`src/rtl/gpio_in.sv`:
```
// rtl/gpio_in.sv - debounced 8-bit GPIO input block with sticky rising-edge flags and level irq
module gpio_in #(
    parameter logic [31:0] BASE_ADDR  = 32'h0002_0010,
    parameter int unsigned DEB_CYCLES = 50000
) (
    input  logic        clk,
    input  logic        rst,
    input  logic [7:0]  pins,
    input  logic [31:0] addr,
    input  logic        rd_en,
    input  logic        wr_en,
    input  logic [7:0]  wr_data,
    output logic [31:0] rd_data,
    output logic        irq
);

    localparam logic [31:0] ADDR_DATA = BASE_ADDR;
    localparam logic [31:0] ADDR_EDGE = BASE_ADDR + 32'd4;
    localparam logic [31:0] ADDR_IEN  = BASE_ADDR + 32'd8;

    // Terminal count: a mismatch seen on this count is the DEB_CYCLES-th in a row.
    localparam logic [15:0] DEB_LAST  = 16'(DEB_CYCLES - 1);

    logic [7:0]  sync1;
    logic [7:0]  sync2;
    logic [7:0]  stable;
    logic [7:0]  accept;
    logic [7:0]  rising;
    logic [7:0]  edge_flags;
    logic [7:0]  edge_clr;
    logic [7:0]  ien_reg;
    logic [31:0] rd_next;

    // Two-flop synchronizer; nothing downstream looks at pins directly.
    always_ff @(posedge clk or posedge rst) begin
        if (rst) begin
            sync1 <= 8'h00;
            sync2 <= 8'h00;
        end else begin
            sync1 <= pins;
            sync2 <= sync1;
        end
    end

    // One saturating-free debounce counter per bit; it restarts whenever the
    // synchronized level agrees with the accepted level, so only an unbroken
    // run of mismatches can reach the terminal count.
    for (genvar i = 0; i < 8; i++) begin : gen_deb
        logic [15:0] cnt;
        logic        differ;

        assign differ    = sync2[i] != stable[i];
        assign accept[i] = differ && (cnt == DEB_LAST);

        // Count consecutive mismatch cycles, clearing on agreement or acceptance.
        always_ff @(posedge clk or posedge rst) begin
            if (rst) begin
                cnt <= 16'd0;
            end else if (!differ || cnt == DEB_LAST) begin
                cnt <= 16'd0;
            end else begin
                cnt <= cnt + 16'd1;
            end
        end
    end

    // An accepted bit always flips, since acceptance implies a mismatch.
    assign rising   = accept & ~stable;
    assign edge_clr = (wr_en && addr == ADDR_EDGE) ? wr_data : 8'h00;

    // Accepted level register.
    always_ff @(posedge clk or posedge rst) begin
        if (rst) begin
            stable <= 8'h00;
        end else begin
            stable <= stable ^ accept;
        end
    end

    // Sticky rising-edge flags; a new edge overrides a same-cycle clear.
    always_ff @(posedge clk or posedge rst) begin
        if (rst) begin
            edge_flags <= 8'h00;
        end else begin
            edge_flags <= (edge_flags & ~edge_clr) | rising;
        end
    end

    // Interrupt enable register, written by a store to its address only.
    always_ff @(posedge clk or posedge rst) begin
        if (rst) begin
            ien_reg <= 8'h00;
        end else if (wr_en && addr == ADDR_IEN) begin
            ien_reg <= wr_data;
        end
    end

    // Registered level interrupt, lagging the flag/enable state by one cycle.
    always_ff @(posedge clk or posedge rst) begin
        if (rst) begin
            irq <= 1'b0;
        end else begin
            irq <= |(edge_flags & ien_reg);
        end
    end

    // Read mux on pre-edge register state; unmatched addresses read as zero.
    always_comb begin
        rd_next = 32'd0;
        if (addr == ADDR_DATA) begin
            rd_next = {24'd0, stable};
        end else if (addr == ADDR_EDGE) begin
            rd_next = {24'd0, edge_flags};
        end else if (addr == ADDR_IEN) begin
            rd_next = {24'd0, ien_reg};
        end
    end

    // Load result register; zero whenever the previous cycle had no load.
    always_ff @(posedge clk or posedge rst) begin
        if (rst) begin
            rd_data <= 32'd0;
        end else if (rd_en) begin
            rd_data <= rd_next;
        end else begin
            rd_data <= 32'd0;
        end
    end

endmodule

```
`config.mk`:
```
export PLATFORM = sky130hd
export DESIGN_NAME = gpio_in
export DESIGN_NICKNAME = d
export VERILOG_FILES = /design/src/rtl/gpio_in.sv
export SDC_FILE = /design/constraint.sdc
export NUM_CORES = 1
export LEC_CHECK = 0
export CORE_MARGIN = 4
export CORE_UTILIZATION = 62
export DETAILED_ROUTE_END_ITERATION = 10
export GPL_TIMING_DRIVEN = 1
export PLACE_DENSITY = 0.86
export SETUP_SLACK_MARGIN = 0.15
export SYNTH_ARGS = -nofsm -noshare
export SYNTH_HDL_FRONTEND = slang
export SYNTH_SLANG_ARGS = --single-unit
export TNS_END_PERCENT = 1
```
`constraint.sdc`:
```
create_clock -name clk -period 17.39 [get_ports clk]
set_input_delay 2.6085 -clock clk [delete_from_list [all_inputs] [get_ports clk]]
set_output_delay 2.6085 -clock clk [all_outputs]
set_load 0.01 [all_outputs]
```
# Word-level counts from Yosys, hierarchy flattened

Cells that the tools add are included.

Input bits: 52
Bits in registers: 201
Word-level logic and storage cells: 89
Output and inout port bits: 33

Bitwise operators: 7
Eq/ne operators: 19
Muxes and demuxes: 13
Add/subtract/negate cells: 8
Reductions and logical operators: 27

Operators with widths:

| operator                                        | count |
|---|---|
| adder 16 x 1 -> 16 bit, second input constant   | 8 |
| == test 16 bit, second input constant           | 8 |
| 2-to-1 mux 16 bit                               | 8 |
| == test 32 x 18 -> 1 bit, second input constant | 3 |
| 2-to-1 mux 8 bit                                | 5 |
| bitwise AND 8 bit                               | 3 |
| NOT 8 bit                                       | 2 |
| logical AND 1 bit                               | 10 |
| logical NOT 1 bit                               | 8 |
| logical OR 1 bit                                | 8 |
| inequality test 1 bit                           | 8 |
| bitwise OR 8 bit                                | 1 |
| OR reduction 8 bit                              | 1 |
| bitwise XOR 8 bit                               | 1 |

# Depth between registers and ports, before layout

Word-level depth: 6
Gate-level depth with buffers: 7

# Worst setup path before layout

OpenSTA, ideal clock, no wires.

Path kind: input to register
Start: in addr[31]
End: reg ien_reg[0]
Required time: 17265 ps
Buffers on the path: 1
Setup time: 125 ps
Slack: 13159 ps
Stages on the path: 5
Arrival: 4106 ps
Path through: nor4_2 nand4_2 or4_4 buf_6 mux2_4

Cells in the longest elaborated chain, start to end: 2

RTL lines:

| item                     | RTL line | source |
|---|---|---|
| from (decl)              | 9        | `input logic [31:0] addr,` |
| == test 32 x 18 -> 1 bit | 93       | `end else if (wr_en && addr == ADDR_IEN) begin` |
| logical AND 1 bit        | 93       |  |
| to (signal assigned)     | 94       | `ien_reg <= wr_data;` |
| to (decl)                | 31       | `logic [7:0] ien_reg;` |

Every way passes these cells.
A chain may end at the register's enable or synchronous reset.

# Final worst setup path

Start: in addr[0]
End: reg rd_data[0]

Cells in the longest elaborated chain, start to end: 5
Elaborated cells between the ends (all ways): 7
Classes of those cells: 3 x eq/ne; 4 x mux

RTL lines:

| item                     | RTL line | source |
|---|---|---|
| == test 32 x 18 -> 1 bit | 114      | `end else if (addr == ADDR_IEN) begin` |
| 2-to-1 mux 8 bit         | 114      |  |
| 2-to-1 mux 8 bit         | 112      | `end else if (addr == ADDR_EDGE) begin` |
| 2-to-1 mux 8 bit (*)     | 110      | `if (addr == ADDR_DATA) begin` |
| 2-to-1 mux 8 bit (*)     | 123      | `end else if (rd_en) begin` |
| to (signal assigned)     | 124      | `rd_data <= rd_next;` |
| to (decl)                | 13       | `output logic [31:0] rd_data,` |

Mark *: on every way between the ends. The rest lies on a longest branch, timed or not.

==> impl_metrics.yaml <==
place:
  port_buffers: 60
  hpwl_um: 11400
  dp_slack_ns: 12.39
  gp_congestion: 0.869
power_and_ir_drop:
  ir_worst_vdd_mv: 0.0704
  powerDensity_nw_per_um2: 87.5
  power.leakage_uw: 0.00414
timing:
  tightest_slew_ns: 0.969
  hold_viol: 0
  setup_viol: 0
  max_freq_mhz: 215
  setup_ws_ns: 12.74
  finalClockSkew_ns: 0.00607
  tns_ns: 0
  slew_viol_final: 0
  fin_crit_sh: 0.268
  max_slew_margin: 0.354
  finalCriticalPeriod_ns: 4.65
  rsz0062_at_grt: "false"
layout:
  largest_reg_flops: 128
  n_antenna_cell: 0
  fin_nets: 941
  top_register: "gen_deb.cnt"
  drive_gt1_frac: 0.0594
  syn2layout_area_growth_pct: 14.3
  postLayoutCoreUtil: 0.730
cts:
  clk_latency_ns: 0.43
  clkTransAtPathRegs_ns: 0.06
  cts_tree: "yes"
  ctsRootBufferMaster: "clkbuf_16"
  htree_levels: 4
  post_cts_buffers: 0
  cts_inserted_buffers: 17
  cts_hold_buffers: 0
  cts_resized: 0
  clock_path_buffers: 2
  clkSinkCount: 177
worst_setup_path:
  worstSetupEndpointType: "register"
  critPathMaxFanout: 13
  critPathKind: "primary input to register"
  critPathLaunchType: "primary input"
  crit_required_ns: 17.74
  cp.arrival_ns: 5.00
floorplan:
  rows: 42
  start_util: 0.638
  die_w_um: 125
  die-area_sq_um: 15700
  core_sq_um: 13300
  io_pins: 85
  die_h_um: 125
grt:
  grt_pass1_vias: 6162
  grt_overflow: 0
  antenna_found_initial: 0
  grt_max_degree: 99
  top_usage_layer: "met2"
  grt_util_met1: 0.297
  met3_usage: 0.0503
  grt_use_total: 0.224
  grt_pass1_wl_um: 28900
  use_met2: 0.370
routing:
  drc_errors: 0
  vias: 6280
  viasPerCell: 5.87
  initialDrtViolationCount: 556
  wl_um: 17500
  first_pass_iters: 5
  wl_per_cell_um: 16.3
  ant_nets: 0
logic_synthesis:
  synthDistinctLibCells: 46
  syn_avg_cell_area_sq_um: 10.3
  synth_edf_count: 0
  synth_warnings: 0
  ys_seq_elements: 177
  ys.flop_type: "dfrtp_1"
  syn_area_sq_um: 8520
  async_reset_ff_frac: 1.00
  syn-instance-count: 831
  seq_area_frac_synth: 0.520
min_path:
  hp-class: "register to register"
run:
  timing.max_cap.violations: 0
status:
  outcome: "finished, final reports clean"
worst max-delay path, stage by stage:
cell	delay [ns]
clkdlybuf4s50_1	0.46
nor2_1	0.67
and2_0	0.41
or4b_1	0.65
a21oi_1	0.19
cell usage in the layout, fill, tap and decap left out, types with 6 or more instances in the layout:
cell and n:
a21oi_1 27, and2_1 8, and3_1 23, and4_1 13
clkbuf_16 17, clkdlybuf4s50_1 60, conb_1 24, dfrtp_1 177
ha_1 8, inv_1 20, mux2_4 8, nand2_1 39
nand3_1 41, nand4_1 47, nor2_1 122, nor2b_1 6
nor3_1 15, nor4_1 9, nor4b_1 10, nor4bb_1 14
o21ai_0 21, o31ai_1 8, or3_1 15, xnor2_1 48
xor2_1 53
metal layers:
metal  vias up  wire (um)
met1      3050       7510
li1       2976          -
met3        40       1000
met2       214       8580
met4         0        367
met5         -          0
cells in the mapped netlist, drive strengths merged, types with 2 or more instances:
library cell | count | share of area
dfrtp | 177 | 0.52
nor2 | 122 | 0.054
and3 | 23 | 0.017
o32ai | 4 | 0.0041
mux2 | 12 | 0.019
nor4b | 11 | 0.012
nor4 | 13 | 0.014
buf | 28 | 0.024
nand4 | 48 | 0.036
ha | 8 | 0.012
o21ai | 21 | 0.012
or2 | 2 | 0.0015
nand2b | 4 | 0.0029
a221o | 5 | 0.0059
nor3 | 15 | 0.0088
xnor2 | 48 | 0.049
and4 | 13 | 0.013
nand3 | 41 | 0.024
xor2 | 53 | 0.054
a22oi | 4 | 0.0035
inv | 21 | 0.0093
a21oi | 27 | 0.016
and2 | 9 | 0.0066
or3 | 15 | 0.011
nor2b | 6 | 0.0044
o31ai | 8 | 0.0070
or4 | 6 | 0.0057
clkbuf | 26 | 0.011
a311oi | 3 | 0.0031
nor4bb | 14 | 0.016
nand2 | 39 | 0.017
logic make-up (layout without fill, tap and decap cells):
group | after synthesis | count (layout) | synth area share
fa+ha+maj | 8 | 8 | 0.0117
other cells | 1 | 24 | 0.000440
mux | 12 | 12 | 0.0194
buf+inv | 75 | 114 | 0.0448
compound gates | 73 | 73 | 0.0526
simple gates | 384 | 384 | 0.247
flops | 177 | 177 | 0.520
xor+xnor | 101 | 101 | 0.104
stage by stage:
stage | instance area [sq um] | hold slack [ns] | std cells | total power [uW]
after detailed placement | 9150 | 0.335 | 1038 | 472
after CTS | 9740 | 0.349 | 1069 | 856
after global routing | 9740 | 0.358 | 1069 | 881
final | 9740 | 0.348 | 1069 | 852
after floorplan | 8610 | 0.331 | 854 | 457
after global placement | 9150 | 0.334 | 1038 | 471
final cells by class:
| type | instances | area (sq um) |
|---|---|---|
| Sequential cell | 177 | 4430 |
| Multi-Input combinational cell | 602 | 3800 |
| Fill cell | 961 | 3610 |
| Timing Repair Buffer | 62 | 616 |
| Clock buffer | 19 | 433 |
| Tap cell | 176 | 220 |
| Clock inverter | 12 | 160 |
| Inverter | 21 | 83.8 |
worst paths after layout:
check	end	slack, ns	startpoint	depth (start not counted)
hold / removal	sync2[7]	0.35	sync1[7]	0
setup / recovery	rd_data[0]	12.74	addr[0]	5
max in group asynchronous	gen_deb[3].cnt[8]	13.15	rst	3
min in group asynchronous	gen_deb[5].cnt[9]	2.75	rst	2
hold reg to reg	sync2[7]	0.35	sync1[7]	0
setup reg to reg	gen_deb[3].cnt[6]	15.46	gen_deb[3].cnt[0]	5
power breakdown:
part	switching [uW]	leakage (uW)	total, uW	internal (uW)
Sequential	5.32	0.00237	423	418
Combinational	24.5	0.00149	41.5	16.9
Clock	161	0.000276	387	226
Total	191	0.00414	852	661
Power figures use the tool's default switching activity.
